===== config.mk =====
export PLATFORM = sky130hd
export DESIGN_NAME = axi_decerr_responder
export DESIGN_NICKNAME = d
export VERILOG_FILES = /design/src/rtl/axi_decerr_pkg.sv /design/src/rtl/axi_decerr_rd_chan.sv /design/src/rtl/axi_decerr_responder.sv
export SDC_FILE = /design/constraint.sdc
export NUM_CORES = 1
export LEC_CHECK = 0
export CAP_MARGIN = 40
export CORE_ASPECT_RATIO = 1.75
export CORE_MARGIN = 2
export CORE_UTILIZATION = 30
export CTS_BUF_LIST = sky130_fd_sc_hd__clkbuf_4 sky130_fd_sc_hd__clkbuf_8 sky130_fd_sc_hd__clkbuf_16
export DETAILED_ROUTE_END_ITERATION = 10
export PLACE_DENSITY_LB_ADDON = 0.25
export SYNTH_ARGS = -nofsm -noshare
export SYNTH_HDL_FRONTEND = slang
export SYNTH_SLANG_ARGS = --single-unit

===== constraint.sdc =====
create_clock -name clk_i -period 4.1 [get_ports clk_i]
set_input_delay 0.41 -clock clk_i [delete_from_list [all_inputs] [get_ports clk_i]]
set_output_delay 0.41 -clock clk_i [all_outputs]
set_load 0.03 [all_outputs]

===== src/rtl/axi_decerr_pkg.sv =====
// ----------------------------------------------------------------------------
// axi_decerr_pkg
//
// Shared types and constants for the AXI4 decode-error responder.
//   wr_state_e           : write-path FSM states.
//   rd_state_e           : read-path FSM states.
//   RESP_DECERR/SLVERR   : AXI response encodings.
//   DEFAULT_DATA_PATTERN : constant read data returned on every R beat.
// ----------------------------------------------------------------------------
package axi_decerr_pkg;

   typedef enum logic [1:0] {
      W_IDLE = 2'd0,
      W_DATA = 2'd1,
      W_RESP = 2'd2
   } wr_state_e;

   typedef enum logic {
      R_IDLE = 1'b0,
      R_DATA = 1'b1
   } rd_state_e;

   localparam logic [1:0]  RESP_DECERR          = 2'b11;
   localparam logic [1:0]  RESP_SLVERR          = 2'b10;
   localparam logic [63:0] DEFAULT_DATA_PATTERN = 64'hCA11_AB1E_BADC_AB1E;

endpackage : axi_decerr_pkg


===== src/rtl/axi_decerr_rd_chan.sv =====
// ----------------------------------------------------------------------------
// axi_decerr_rd_chan
//
// Read-path FSM of the decode-error responder. Accepts one AR at a time and
// returns ar_len_i+1 R beats, flagging the final one with r_last_o.
//
// Ports:
//   clk_i, rst_ni            : clock, asynchronous active-low reset.
//   ar_valid_i / ar_ready_o  : read address handshake.
//   ar_id_i, ar_len_i        : request ID and burst length (beats - 1).
//   r_valid_o / r_ready_i    : read data handshake.
//   r_id_o, r_last_o         : ID echoed back, last-beat flag.
// ----------------------------------------------------------------------------
module axi_decerr_rd_chan
   import axi_decerr_pkg::*;
#(
   parameter int unsigned ID_WIDTH = 6
) (
   input  logic                clk_i,
   input  logic                rst_ni,
   input  logic                ar_valid_i,
   output logic                ar_ready_o,
   input  logic [ID_WIDTH-1:0] ar_id_i,
   input  logic [7:0]          ar_len_i,
   output logic                r_valid_o,
   input  logic                r_ready_i,
   output logic [ID_WIDTH-1:0] r_id_o,
   output logic                r_last_o
);

   rd_state_e           rd_state_d, rd_state_q;
   logic [ID_WIDTH-1:0] r_id_d, r_id_q;
   logic [7:0]          beat_cnt_d, beat_cnt_q;

   // NOTE: every variable assigned here gets a default first, so no path
   // leaves it unassigned and no latch is inferred.
   always_comb begin
      rd_state_d = rd_state_q;
      r_id_d     = r_id_q;
      beat_cnt_d = beat_cnt_q;
      unique case (rd_state_q)
         R_IDLE: begin
            if (ar_valid_i) begin
               r_id_d     = ar_id_i;
               beat_cnt_d = ar_len_i;
               rd_state_d = R_DATA;
            end
         end
         R_DATA: begin
            if (r_ready_i) begin
               // The counter is only decremented while non-zero, so it can
               // never wrap below 0 on the last beat.
               if (beat_cnt_q == 8'd0) begin
                  rd_state_d = R_IDLE;
               end else begin
                  beat_cnt_d = beat_cnt_q - 8'd1;
               end
            end
         end
         default: rd_state_d = R_IDLE;
      endcase
   end

   // NOTE: sequential state uses non-blocking assignments so every flop
   // samples the pre-edge value of its neighbours.
   always_ff @(posedge clk_i or negedge rst_ni) begin
      if (!rst_ni) begin
         rd_state_q <= R_IDLE;
         r_id_q     <= '0;
         beat_cnt_q <= '0;
      end else begin
         rd_state_q <= rd_state_d;
         r_id_q     <= r_id_d;
         beat_cnt_q <= beat_cnt_d;
      end
   end

   // Handshake outputs decode straight from state, so an asynchronous reset
   // drops r_valid_o immediately.
   assign ar_ready_o = (rd_state_q == R_IDLE);
   assign r_valid_o  = (rd_state_q == R_DATA);
   assign r_last_o   = (rd_state_q == R_DATA) && (beat_cnt_q == 8'd0);
   assign r_id_o     = r_id_q;

endmodule : axi_decerr_rd_chan


===== src/rtl/axi_decerr_responder.sv =====
// ----------------------------------------------------------------------------
// axi_decerr_responder
//
// AXI4 terminal slave for unmapped address space. Every write and read is
// completed legally with a DECERR response carrying the request ID. Address,
// size, burst, strobe and write data are ignored.
//
// Build option: define AXI_DECERR_COUNT_EN to enable the saturating error
// transaction counter on err_count_o; otherwise err_count_o is tied to 0.
//
// Ports:
//   clk_i, rst_ni                         : clock, async active-low reset.
//   aw_valid_i/aw_ready_o/aw_id_i         : write address channel.
//   w_valid_i/w_ready_o/w_last_i          : write data channel (no payload).
//   b_valid_o/b_ready_i/b_id_o/b_resp_o   : write response channel.
//   ar_valid_i/ar_ready_o/ar_id_i/ar_len_i: read address channel.
//   r_valid_o/r_ready_i/r_id_o/r_data_o/
//   r_resp_o/r_last_o                     : read data channel.
//   err_count_o                           : completed error transactions.
// ----------------------------------------------------------------------------
module axi_decerr_responder
   import axi_decerr_pkg::*;
#(
   parameter int unsigned ID_WIDTH     = 6,
   parameter int unsigned DATA_WIDTH   = 64,
   parameter logic [1:0]  RESP_CODE    = RESP_DECERR,
   parameter logic [63:0] DATA_PATTERN = DEFAULT_DATA_PATTERN
) (
   input  logic                  clk_i,
   input  logic                  rst_ni,
   input  logic                  aw_valid_i,
   output logic                  aw_ready_o,
   input  logic [ID_WIDTH-1:0]   aw_id_i,
   input  logic                  w_valid_i,
   output logic                  w_ready_o,
   input  logic                  w_last_i,
   output logic                  b_valid_o,
   input  logic                  b_ready_i,
   output logic [ID_WIDTH-1:0]   b_id_o,
   output logic [1:0]            b_resp_o,
   input  logic                  ar_valid_i,
   output logic                  ar_ready_o,
   input  logic [ID_WIDTH-1:0]   ar_id_i,
   input  logic [7:0]            ar_len_i,
   output logic                  r_valid_o,
   input  logic                  r_ready_i,
   output logic [ID_WIDTH-1:0]   r_id_o,
   output logic [DATA_WIDTH-1:0] r_data_o,
   output logic [1:0]            r_resp_o,
   output logic                  r_last_o,
   output logic [15:0]           err_count_o
);

   // ---------------------------------------------------------------- write
   wr_state_e           wr_state_d, wr_state_q;
   logic [ID_WIDTH-1:0] b_id_d, b_id_q;

   always_comb begin
      wr_state_d = wr_state_q;
      b_id_d     = b_id_q;
      unique case (wr_state_q)
         W_IDLE: begin
            if (aw_valid_i) begin
               b_id_d     = aw_id_i;
               wr_state_d = W_DATA;
            end
         end
         W_DATA: begin
            if (w_valid_i && w_last_i) wr_state_d = W_RESP;
         end
         W_RESP: begin
            if (b_ready_i) wr_state_d = W_IDLE;
         end
         default: wr_state_d = W_IDLE;
      endcase
   end

   always_ff @(posedge clk_i or negedge rst_ni) begin
      if (!rst_ni) begin
         wr_state_q <= W_IDLE;
         b_id_q     <= '0;
      end else begin
         wr_state_q <= wr_state_d;
         b_id_q     <= b_id_d;
      end
   end

   // W beats are only accepted after their AW, which stalls early data.
   assign aw_ready_o = (wr_state_q == W_IDLE);
   assign w_ready_o  = (wr_state_q == W_DATA);
   assign b_valid_o  = (wr_state_q == W_RESP);
   assign b_id_o     = b_id_q;
   assign b_resp_o   = RESP_CODE;

   // ----------------------------------------------------------------- read
   axi_decerr_rd_chan #(
      .ID_WIDTH (ID_WIDTH)
   ) u_rd_chan (
      .clk_i      (clk_i),
      .rst_ni     (rst_ni),
      .ar_valid_i (ar_valid_i),
      .ar_ready_o (ar_ready_o),
      .ar_id_i    (ar_id_i),
      .ar_len_i   (ar_len_i),
      .r_valid_o  (r_valid_o),
      .r_ready_i  (r_ready_i),
      .r_id_o     (r_id_o),
      .r_last_o   (r_last_o)
   );

   assign r_data_o = DATA_WIDTH'(DATA_PATTERN);
   assign r_resp_o = RESP_CODE;

   // ---------------------------------------------------------- error count
`ifdef AXI_DECERR_COUNT_EN
   logic [15:0] err_count_d, err_count_q;
   logic [1:0]  err_inc;
   logic [16:0] err_sum;

   // A B handshake and a last R handshake may coincide: add both, then
   // clamp using the carry out of the 17-bit sum.
   always_comb begin
      err_inc     = {1'b0, b_valid_o & b_ready_i}
                  + {1'b0, r_valid_o & r_ready_i & r_last_o};
      err_sum     = {1'b0, err_count_q} + {15'd0, err_inc};
      err_count_d = err_sum[16] ? 16'hFFFF : err_sum[15:0];
   end

   always_ff @(posedge clk_i or negedge rst_ni) begin
      if (!rst_ni) begin
         err_count_q <= '0;
      end else begin
         err_count_q <= err_count_d;
      end
   end

   assign err_count_o = err_count_q;
`else
   assign err_count_o = 16'h0;
`endif

endmodule : axi_decerr_responder


# ---- Word level (Yosys, flattened, before mapping)
# Index checks and enable logic that the tools add are counted.
# W data, S select, Z words.
dict set report word_totals {
  ff_bits 23
  inputBits 28
  output_inout_bits 102
  elab_cells 35
}
dict set report op_classes {
  addsub 1
  eq_ne 8
  mux 12
  bitwise_logic 1
  reduce_logical 8
}
# op n
set ops {}
lappend ops {{$mux W8} 3}
lappend ops {{$pmux W8 S2} 1}
lappend ops {{$logic_not A8 Y1} 1}
lappend ops {{$ne A2 B2 Y1 const B} 4}
lappend ops {{$sub A8 B1 Y8 const B} 1}
lappend ops {{$mux W2} 3}
lappend ops {{$pmux W2 S3} 1}
lappend ops {{$reduce_and A3 Y1} 2}
lappend ops {{$ne A2 B1 Y1 const B} 2}
lappend ops {{$reduce_and A2 Y1} 2}
lappend ops {{$mux W1} 3}
lappend ops {{$eq A2 B1 Y1 const B} 1}
lappend ops {{$eq A2 B2 Y1 const B} 1}
lappend ops {{$logic_and A1 B1 Y1} 2}
lappend ops {{$logic_not A2 Y1} 1}
lappend ops {{$pmux W1 S2} 1}
lappend ops {{$not A1 Y1} 1}

# ---- Depth between registers and ports, before layout
# Gate-level depths: netlist of the first run.
dict set report logic_depth {
  depth_word 4
  depth_mapped 6
  mapped_depth_nobuf 6
}

# ---- By module
# From an unflattened synthesis of the first run, not the netlist that was laid out.
dict set report hier_totals {
  hier_cells 197
  area_unflattened_um2 1800.5
}
# module instances cells_each area_per_inst_um2 seq_area_each_um2
set by_module_without_submodules {}
lappend by_module_without_submodules {axi_decerr_responder 1 108 968.4 200.2}
lappend by_module_without_submodules {axi_decerr_rd_chan 1 89 832.0 375.4}

# ---- Least setup slack after synthesis of the first run
# Ideal clock, no wire load.
dict set report synth_path {
  path_type {reg2reg}
  from {register wr_state_q[0]}
  to {register b_id_q[0], in the netlist b_id_o[0]}
  setup_time_ns 0.125
  t_arrival_ns 1.607
  t_required_ns 3.975
  setup_slack_ns 2.368
  path_stages_with_launch 5
  path_buffers 1
  synth_period_minus_slack_ns 1.732
  path_cell_list {dfrtp_1 > nor2_1 > and2_1 > clkbuf_1 > mux2_2}
}
dict set report synth_between {
  elab_chain_len 2
}
# item line_no
set synth_lines {}
lappend synth_lines {{start: declaration} axi_decerr_responder.sv:55} ;# wr_state_e wr_state_d, wr_state_q;
lappend synth_lines {{start signal: assignment} axi_decerr_responder.sv:83} ;# wr_state_q <= wr_state_d;
lappend synth_lines {{$logic_not A2 Y1} -}
lappend synth_lines {{named net aw_ready_o} axi_decerr_responder.sv:32} ;# output logic aw_ready_o,
lappend synth_lines {{$reduce_and A2 Y1 (no line)} -}
lappend synth_lines {{end signal: assignment} axi_decerr_responder.sv:84} ;# b_id_q <= b_id_d;
lappend synth_lines {{end: declaration} axi_decerr_responder.sv:56} ;# logic [ID_WIDTH-1:0] b_id_d, b_id_q;
# The timed path passes the listed nets, and every way through them passes these cells.
# A chain may end at the register's enable or synchronous reset.

# ---- Worst setup path in the final report of the first run
dict set report layout_path {
  from {register u_rd_chan.beat_cnt_q[0]}
  to {output r_last_o}
}
dict set report layout_between {
  elab_chain_len 2
}
# item line_no
set layout_lines {}
lappend layout_lines {{start: declaration} axi_decerr_rd_chan.sv:33} ;# logic [7:0] beat_cnt_d, beat_cnt_q;
lappend layout_lines {{start signal: assignment} axi_decerr_rd_chan.sv:74} ;# beat_cnt_q <= beat_cnt_d;
lappend layout_lines {{$logic_not A8 Y1} axi_decerr_rd_chan.sv:82} ;# assign r_last_o = (rd_state_q == R_DATA) && (beat_cnt_q == 8'd0);
lappend layout_lines {{$logic_and A1 B1 Y1} axi_decerr_rd_chan.sv:82}
lappend layout_lines {{end: declaration} axi_decerr_responder.sv:50} ;# output logic r_last_o,
# Every way passes these cells.

==> run_results.csv, run 1 <==
group,metric,value,unit
worst_setup_path,crit_end,"r_last_o",
worst_setup_path,critPathMaxFanout,4,
power,p_leak,0.9684,nW
placed_design,gp_congestion,0.7627,
route,wirelength,3.268,mm
power,clkPwrFrac,0.124,
clock_network,htreeDepth,1,
logic_synthesis,synthArstFlopShare,1.000,
cells_and_area,fin_cells,312,
logic_synthesis,ys_seq_elements,23,
clock_network,ctsResizeCount,0,
global_routing,grt_pass1_wl,4.857,mm
logic_synthesis,yosysMostFrequentCell,"buf_4",
worst_setup_path,cp.required,3.69,ns
timing,report.final.slew_viol_count,0,
global_routing,antenna_found_initial,0,
global_routing,overflow,0,
die,io_pins,130,
route,drtIter0Drc,22,
route,drc,0,
power,max-vdd-ir-drop,0.2005,mV
cells_and_area,num_antenna_cells,0,
clock_network,clk_path_buf_depth,2,
logic_synthesis,synthTopCellsByArea,"buf_4 (35%), dfrtp_1 (32%), mux2_2 (7.5%), a21oi_1 (2.8%), nor2b_1 (1.7%)",
logic_synthesis,synthFlopType,"dfrtp_1",
route,firstDrtPassIters,2,
cells_and_area,final_layout_size_suffix_gt1_frac,0.09402,
cells_and_area,area_growth,14.75,%
logic_synthesis,synth_top_area_frac,0.3507,
route,vias,1188,
die,core,0.005833,sq mm
clock_network,clk_latency,0.26,ns
global_routing,grt_max_degree,24,
placed_design,placed_cells,308,
timing,setup_viol,0,
timing,fin_ws,1.414,ns
global_routing,grtUsageTotal,0.09315,
timing,fmax,372.2,MHz
power,power_density,586.9,mW/mm^2
job,maxCapViolations,0,
placed_design,dpl.hpwl,2.603,mm
clock_network,holdBufCountCts,0,
logic_synthesis,synth_warnings,0,
die,die_area,0.006653,sq mm
worst_setup_path,r2r_end,"u_rd_chan.beat_cnt_q[4]$_DFFE_PN0P_",
power,power_frac_seq,0.340,
worst_hold_path,hp-class,"input port to asynchronous set/reset pin",
clock_network,cts.clk_slew.worst_paths,0.08,ns
timing,finalSetupTns,0,ns
die,rows,37,
logic_synthesis,avgSynthCellArea,9.463,sq um
clock_network,cts_buffers,3,
logic_synthesis,synth_largest_area_cell,"buf_4",
power,p_int,0.0006668,W
route,ant_nets,0,
power,pwr-share-comb,0.535,
logic_synthesis,synth_common_cells,"buf_4 (84), dfrtp_1 (23), mux2_2 (12)",
timing,slew_headroom,0.5558,
clock_network,root_buffer,"clkbuf_8",
clock_network,cts_setup_buffers,0,
logic_synthesis,ys_types,37,
cells_and_area,final_cell_area,0.002063,sq mm
die,die_y,106.4,um
placed_design,dp_slack,1.733,ns
global_routing,grt_pass1_vias,1014,
cells_and_area,final_nets,265,
worst_setup_path,r2r_slack,2.29,ns
timing,period_minus_slack,2.686,ns
route,wire_per_inst,10.47,um
worst_setup_path,critPathLaunch,"u_rd_chan.beat_cnt_q[0]$_DFFE_PN0P_",
worst_setup_path,startpoint_type,"register",
clock_network,clock_sinks,23,
power,p_sw_frac,0.4493,
outcome,status,"finished clean",
route,via_per_inst,3.808,
timing,fin_crit_sh,0.6552,
worst_setup_path,cp.arrival,2.28,ns
logic_synthesis,synth_edf_count,0,
timing,skew,0.001882,ns
logic_synthesis,synthCells,190,
logic_synthesis,syn_area,0.001798,sq mm
worst_setup_path,end_kind,"primary output",
placed_design,portBuffers,45,
worst_setup_path,reg2reg_from,"u_rd_chan.beat_cnt_q[0]$_DFFE_PN0P_",
placed_design,placed_area,0.002014,sq mm
die,dieWidth,62.52,um
clock_network,cts_tree,"built",
die,initial_core_util,0.3082,
timing,hold_violations,0,
worst_setup_path,crit_type,"register to primary output",
timing,rsz0062_at_grt,"no",
timing,worst_pin_slew,0.6662,ns
worst_setup_path,reg2reg_depth,6,
logic_synthesis,seq_area_frac_synth,0.3201,
power,switching_power,0.0005441,W
cells_and_area,utilization,0.3537,
-- stage by stage --
stage	hold slack (ns)	power (W)
6_report	0.4957	0.001211
5_1_grt	0.5168	0.001283
3_5_place_dp	0.4951	0.001073
3_3_place_gp	0.4900	0.001066
4_1_cts	0.5037	0.001230
2_1_floorplan	0.1144	0.0009037
-- metal layers --
metal / vias up / global-route usage / wire length (um)
li1: 554 / - / -
met1: 536 / 0.09325 / 1146
met2: 93 / 0.1851 / 1755
met3: 5 / 0.01799 / 318
met4: 0 / 0.03333 / 47
met5: - / 0 / 0
-- kinds of logic (layout without fill, tap and decap cells) --
logic type | count (synthesis) | after routing | share of synthesized area
xor+xnor | 2 | 2 | 0.009744
mux | 14 | 14 | 0.08629
fa+ha+maj | 2 | 2 | 0.01392
simple gates | 27 | 27 | 0.09256
buf+inv | 94 | 56 | 0.3723
other cells | 2 | 84 | 0.004177
compound gates | 26 | 26 | 0.1009
flops | 23 | 23 | 0.3201
-- area by class of cell --
type | instances | area (sq um)
repair buffers | 46 | 457.9
multi-input cells | 155 | 860.8
fillers | 616 | 3770
flip-flops and latches | 23 | 575.6
inverters | 6 | 22.52
well taps | 78 | 97.59
clock buffers | 4 | 48.80
-- worst max-delay path, cell delays in order (launching register included) --
cell and delay [ns]:
dfrtp_1 0.41, inv_1 0.11, ha_1 0.21, nor3b_1 0.37, and3_2 0.25, clkdlybuf4s50_1 0.67
-- sequential cells by signal, indices dropped and copies added (netlist names) --
| signal | cells |
|---|---|
| u_rd_chan.beat_cnt_q | 8 |
| b_id_o | 6 |
| u_rd_chan.r_id_o | 6 |
| wr_state_q | 2 |
| u_rd_chan.r_valid_o | 1 |
-- power by group through the flow --
stage               registers, W  clock network [W]  logic, W
CTS                     0.000413           0.000161  0.000656
detailed placement      0.000418                  0  0.000655
global placement        0.000415                  0  0.000651
global route            0.000427           0.000170  0.000686
finish                  0.000412           0.000151  0.000648
floorplan               0.000523                  0  0.000380
-- placed cells by master (no fill, tap or decap) --
cell	Yosys	layout
clkdlybuf4s50_1	0	45
xnor2_1	2	2
clkbuf_4	0	1
nor3_1	1	1
mux2_2	12	12
nor2b_1	5	5
o21ai_1	2	2
nor2_1	6	6
o21ai_0	2	2
or3_1	1	1
a31oi_1	1	1
o21a_1	1	1
a21oi_1	10	10
nor4_4	1	1
clkbuf_8	0	3
and2_1	1	1
a41o_2	1	1
nand2_1	3	3
and4_2	1	1
a21o_1	1	1
buf_4	84	1
a32o_1	1	1
nand3_1	2	2
or3b_1	1	1
a41oi_2	1	1
mux2i_1	2	2
o221a_1	1	1
and3_2	1	1
a2111oi_1	1	1
inv_1	6	6
ha_1	2	2
nand2b_1	2	2
conb_1	2	84
nor3b_1	1	1
o22a_1	1	1
nor4_1	1	1
dfrtp_1	23	23
a211oi_1	3	3
-- worst min path at each step --
stage | from | to | slack [ns] | depth (start not counted)
2_1_floorplan | rst_ni | b_id_o[0]$_DFFE_PN0P_ | 0.11 | 0
3_3_place_gp | b_id_o[2]$_DFFE_PN0P_ | b_id_o[2]$_DFFE_PN0P_ | 0.49 | 1
3_5_place_dp | u_rd_chan.r_id_o[3]$_DFFE_PN0P_ | u_rd_chan.r_id_o[3]$_DFFE_PN0P_ | 0.50 | 1
4_1_cts | rst_ni | u_rd_chan.beat_cnt_q[3]$_DFFE_PN0P_ | 0.50 | 2
5_1_grt | rst_ni | u_rd_chan.beat_cnt_q[0]$_DFFE_PN0P_ | 0.52 | 2
6_report | rst_ni | u_rd_chan.beat_cnt_q[1]$_DFFE_PN0P_ | 0.50 | 2
Power figures use the tool's default switching activity.
==> run 2, diff against run 1 <==
==> constraint.sdc (replaced) <==
create_clock -name clk_i -period 2.8 [get_ports clk_i]
set_input_delay 0.28 -clock clk_i [delete_from_list [all_inputs] [get_ports clk_i]]
set_output_delay 0.28 -clock clk_i [all_outputs]
set_load 0.03 [all_outputs]
==> run 2 against run 1 <==
  * Count of clock-buffer cells in the layout stayed put
  * Global-route usage is 0.46 points higher
  * Flip-flop and latch count stayed put
  * Sequential share of layout area is 0.20 points lower
  * Core utilization is 0.26 points higher
  * Clock power is 44% higher
  * Highest routed layer unchanged
  * Via count is 1.6% higher
  * Final area is 0.73% higher
  * Clock skew is 0.0014 ns higher
  * Routed wire length is 2.2% higher
  * Sequential power is 46% higher
==> run_results.csv, run 2 (synthesis results as in run 1) <==
group,metric,value,unit
global_routing,overflow,0,
power,p_leak,0.9780,nW
route,via_per_inst,3.844,
cells_and_area,fin_cells,314,
power,p_int,0.0009801,W
worst_hold_path,hp-class,"input port to asynchronous set/reset pin",
cells_and_area,area_growth,15.59,%
power,switching_power,0.0007988,W
timing,rsz0062_at_grt,"no",
clock_network,clk_latency,0.26,ns
clock_network,cts_buffers,3,
clock_network,root_buffer,"clkbuf_8",
clock_network,cts_tree,"built",
clock_network,cts_setup_buffers,0,
route,vias,1207,
job,maxCapViolations,0,
clock_network,clk_path_buf_depth,2,
route,firstDrtPassIters,2,
die,initial_core_util,0.3082,
cells_and_area,largest_reg_flops,8,
die,core,0.005833,sq mm
die,dieWidth,62.52,um
clock_network,htreeDepth,1,
clock_network,ctsResizeCount,0,
die,io_pins,130,
cells_and_area,num_antenna_cells,0,
worst_setup_path,cp.required,2.52,ns
worst_setup_path,r2r_slack,0.98,ns
clock_network,cts.clk_slew.worst_paths,0.08,ns
placed_design,dpl.hpwl,2.676,mm
cells_and_area,utilization,0.3563,
die,rows,37,
cells_and_area,mostFrequentLayoutCell,"conb_1",
timing,skew,0.003282,ns
power,max-vdd-ir-drop,0.3206,mV
placed_design,placed_area,0.002029,sq mm
cells_and_area,top_register,"u_rd_chan.beat_cnt_q",
power,p_sw_frac,0.4490,
timing,slew_headroom,0.5433,
cells_and_area,final_nets,267,
worst_setup_path,crit_type,"register to primary output",
power,pwr-share-comb,0.538,
cells_and_area,final_layout_size_suffix_gt1_frac,0.1017,
worst_setup_path,cp.arrival,2.26,ns
timing,fmax,394.3,MHz
timing,worst_pin_slew,0.6836,ns
timing,period_minus_slack,2.536,ns
global_routing,grtUsageTotal,0.09772,
placed_design,placed_cells,310,
die,die_y,106.4,um
cells_and_area,final_cell_mix,"conb_1 (84), clkdlybuf4s50_1 (45), dfrtp_1 (23), mux2_2 (12), a21oi_1 (10)",
placed_design,gp_congestion,0.7875,
die,die_area,0.006653,sq mm
timing,hold_violations,0,
timing,setup_viol,0,
cells_and_area,final_cell_area,0.002078,sq mm
power,power_density,856.0,mW/mm^2
global_routing,antenna_found_initial,0,
timing,finalSetupTns,0,ns
global_routing,grt_pass1_wl,5.078,mm
clock_network,clock_sinks,23,
timing,fin_crit_sh,0.9057,
worst_setup_path,end_kind,"primary output",
worst_setup_path,startpoint_type,"register",
route,drc,0,
route,drtIter0Drc,18,
route,wirelength,3.340,mm
clock_network,holdBufCountCts,0,
power,power_frac_seq,0.339,
outcome,status,"finished clean",
global_routing,grt_max_degree,24,
power,clkPwrFrac,0.123,
global_routing,grt_pass1_vias,1043,
route,ant_nets,0,
route,wire_per_inst,10.64,um
worst_setup_path,critPathMaxFanout,4,
timing,report.final.slew_viol_count,0,
placed_design,portBuffers,45,
worst_setup_path,reg2reg_depth,6,
run 2: through the flow:
stage | hold slack (ns) | setup WS, ns | total power, W
after floorplan | -0.01559 | 1.068 | 0.001323
after global placement | 0.4900 | 0.6085 | 0.001564
after detailed placement | 0.4963 | 0.5669 | 0.001577
after CTS | 0.3797 | 0.2518 | 0.001808
after global routing | 0.4101 | 0.1430 | 0.001897
final | 0.3715 | 0.2640 | 0.001779
run 2: path summary, 6_finish.rpt:
kind	end	start
worst min register to register	u_rd_chan.r_id_o[3]$_DFFE_PN0P_	u_rd_chan.r_id_o[3]$_DFFE_PN0P_
min in group clk_i	u_rd_chan.r_id_o[3]$_DFFE_PN0P_	u_rd_chan.r_id_o[3]$_DFFE_PN0P_
max in group asynchronous	wr_state_q[1]$_DFFE_PN0P_	rst_ni
worst min-delay path	u_rd_chan.beat_cnt_q[0]$_DFFE_PN0P_	rst_ni
worst max-delay path	r_last_o	u_rd_chan.beat_cnt_q[0]$_DFFE_PN0P_
worst max register to register	u_rd_chan.beat_cnt_q[4]$_DFFE_PN0P_	u_rd_chan.beat_cnt_q[0]$_DFFE_PN0P_
run 2: routing by layer:
layer | global-route usage | routed length [um] | up-vias
li1 | - | - | 556
met1 | 0.09631 | 1158 | 555
met2 | 0.1920 | 1814 | 92
met3 | 0.01905 | 316 | 4
met4 | 0.04286 | 51 | 0
met5 | 0 | 0 | -
run 2: area by class of cell:
class,count,area [sq um]
Inverter,6,22.52
Timing Repair Buffer,48,473.0
Tap cell,78,97.59
Sequential cell,23,575.6
Multi-Input combinational cell,155,860.8
Fill cell,611,3755
Clock buffer,4,48.80
run 2: worst max-delay path, cell delays in order (launching register included):
cell	delay (ns)
dfrtp_1	0.40
inv_1	0.12
ha_1	0.21
nor3b_1	0.34
and3_2	0.25
clkdlybuf4s50_1	0.67
run 2: power groups by stage:
stage                     registers (W)  clock network, W  logic (W)
after floorplan                0.000766                 0   0.000557
after global placement         0.000608                 0   0.000957
after detailed placement       0.000612                 0   0.000965
after CTS                      0.000607          0.000235   0.000966
after global routing           0.000629          0.000248    0.00102
final                          0.000603          0.000218   0.000958
==> run 3, diff against run 2 <==
==> constraint.sdc (replaced) <==
create_clock -name clk_i -period 2.8 [get_ports clk_i]
set_input_delay 0.28 -clock clk_i [delete_from_list [all_inputs] [get_ports clk_i]]
set_output_delay 0.28 -clock clk_i [all_outputs]
set_load 0.02 [all_outputs]
==> run 3 against run 2 <==
  * Sequential share of layout area up 0.13 points
  * Total power fell by 8.3%
  * Via count decreased by 1.1%
  * Core utilization down 0.17 points
  * Non-clock buffer count shrank 1
  * Clock power decreased by 4%
  * Register-to-register slack hardly changed
  * Highest routed layer unchanged
  * First-iteration DRC count rose by 5.6%
==> run_results.csv, run 3 (synthesis results as in run 1) <==
group,metric,value,unit
clock_network,root_buffer,"clkbuf_8",
route,firstDrtPassIters,4,
worst_setup_path,startpoint_type,"register",
timing,skew,0.006391,ns
cells_and_area,largest_reg_flops,8,
cells_and_area,num_antenna_cells,0,
cells_and_area,final_cell_mix,"conb_1 (84), clkdlybuf4s50_1 (45), dfrtp_1 (23), mux2_2 (12), a21oi_1 (10)",
route,ant_nets,0,
clock_network,clk_latency,0.26,ns
cells_and_area,area_growth,15.03,%
clock_network,htreeDepth,1,
clock_network,clk_path_buf_depth,2,
worst_setup_path,crit_type,"register to primary output",
die,rows,37,
cells_and_area,top_register,"u_rd_chan.beat_cnt_q",
worst_setup_path,cp_cell_sequence,"inv_1 -> ha_1 -> nor3b_1 -> and3_2 -> clkdlybuf4s50_1",
clock_network,cts.clk_slew.worst_paths,0.08,ns
timing,fin_crit_sh,0.8792,
global_routing,grt_pass1_wl,4.878,mm
global_routing,overflow,0,
placed_design,dp_slack,0.6243,ns
clock_network,cts_buffers,3,
die,die_area,0.006653,sq mm
timing,worst_pin_slew,0.6291,ns
route,via_per_inst,3.815,
route,wirelength,3.313,mm
route,vias,1194,
clock_network,ctsResizeCount,0,
clock_network,clock_sinks,23,
cells_and_area,final_nets,266,
timing,setup_viol,0,
global_routing,grt_max_degree,24,
die,dieWidth,62.52,um
cells_and_area,final_layout_size_suffix_gt1_frac,0.09787,
global_routing,grtUsageTotal,0.09379,
timing,fmax,406.2,MHz
clock_network,holdBufCountCts,0,
job,maxCapViolations,0,
cells_and_area,mostFrequentLayoutCell,"conb_1",
timing,rsz0062_at_grt,"no",
worst_setup_path,end_kind,"primary output",
worst_hold_path,hp-class,"input port to asynchronous set/reset pin",
power,power_density,789.0,mW/mm^2
route,drtIter0Drc,19,
timing,hold_violations,0,
power,p_leak,0.9731,nW
worst_setup_path,cpMaxStageDelayCell,"clkdlybuf4s50_1",
global_routing,antenna_found_initial,0,
clock_network,cts_tree,"built",
die,die_y,106.4,um
timing,finalSetupTns,0,ns
placed_design,dpl.hpwl,2.672,mm
outcome,status,"finished clean",
die,initial_core_util,0.3082,
worst_setup_path,critPathMaxFanout,4,
route,drc,0,
placed_design,portBuffers,45,
timing,fin_ws,0.3383,ns
timing,report.final.slew_viol_count,0,
timing,period_minus_slack,2.462,ns
worst_setup_path,max_stage_delay,0.61,ns
worst_setup_path,cp.required,2.52,ns
timing,slew_headroom,0.5797,
worst_setup_path,cp.arrival,2.18,ns
global_routing,grt_pass1_vias,1023,
die,core,0.005833,sq mm
power,max-vdd-ir-drop,0.2486,mV
placed_design,gp_congestion,0.8017,
route,wire_per_inst,10.58,um
clock_network,cts_setup_buffers,0,
die,io_pins,130,
run 3: cell types whose count changed in the layout (fill, tap and decap cells not counted):
cell      change
clkinv_2      +1
clkbuf_4      -1
buf_4         -1
run 3: routing by layer:
layer	share of wire	GRT usage	wire, um	up-vias
met2	0.56	0.1897	1858	94
met4	0.010	0.03333	34	0
met5	0	0	0	-
met1	0.33	0.08989	1090	545
li1	-	-	-	551
met3	0.10	0.02011	330	4
run 3: layout make-up:
class,instances,area (sq um)
Multi-Input combinational cell,155,860.8
Clock inverter,1,5.005
Sequential cell,23,575.6
Tap cell,78,97.59
Timing Repair Buffer,47,465.4
Clock buffer,3,41.29
Fill cell,625,3765
Inverter,6,22.52
run 3: final timing paths:
check | start | endpoint | slack [ns] | depth (start not counted)
min in group clk_i | u_rd_chan.r_id_o[3]$_DFFE_PN0P_ | u_rd_chan.r_id_o[3]$_DFFE_PN0P_ | 0.51 | 1
max reg2reg | u_rd_chan.beat_cnt_q[0]$_DFFE_PN0P_ | u_rd_chan.beat_cnt_q[4]$_DFFE_PN0P_ | 0.98 | 6
min | rst_ni | u_rd_chan.beat_cnt_q[1]$_DFFE_PN0P_ | 0.37 | 2
max in group asynchronous | rst_ni | u_rd_chan.beat_cnt_q[7]$_DFFE_PN0P_ | 2.19 | 2
max | u_rd_chan.beat_cnt_q[0]$_DFFE_PN0P_ | r_last_o | 0.34 | 5
min reg2reg | u_rd_chan.r_id_o[3]$_DFFE_PN0P_ | u_rd_chan.r_id_o[3]$_DFFE_PN0P_ | 0.51 | 1
run 3: per-stage QoR:
step	util	total power, W	instances	area (sq um)	hold WS, ns
after global placement	0.3466	0.001433	309	2022	0.4900
after floorplan	-	0.001192	272	2106	-0.01559
after detailed placement	0.3466	0.001442	309	2022	0.4984
after global routing	0.3546	0.001751	313	2068	0.3929
after CTS	0.3546	0.001658	313	2068	0.3806
final	0.3546	0.001632	313	2068	0.3722
run 3: critical path, delay by kind of cell (launching register included):
kind / cells / cell delay [ns]
adders and majority gates: 1 / 0.21
buffers and inverters: 2 / 0.72
DFF: 1 / 0.41
and+or+nand+nor: 2 / 0.57
run 3: power by group:
part | leakage (nW) | switching (W) | internal (W) | total [W]
clock network | 0.0255 | 0.000110 | 0.0000993 | 0.000209
registers | 0.272 | 0.000125 | 0.000478 | 0.000603
logic | 0.675 | 0.000429 | 0.000391 | 0.000820
total | 0.973 | 0.000664 | 0.000968 | 0.00163
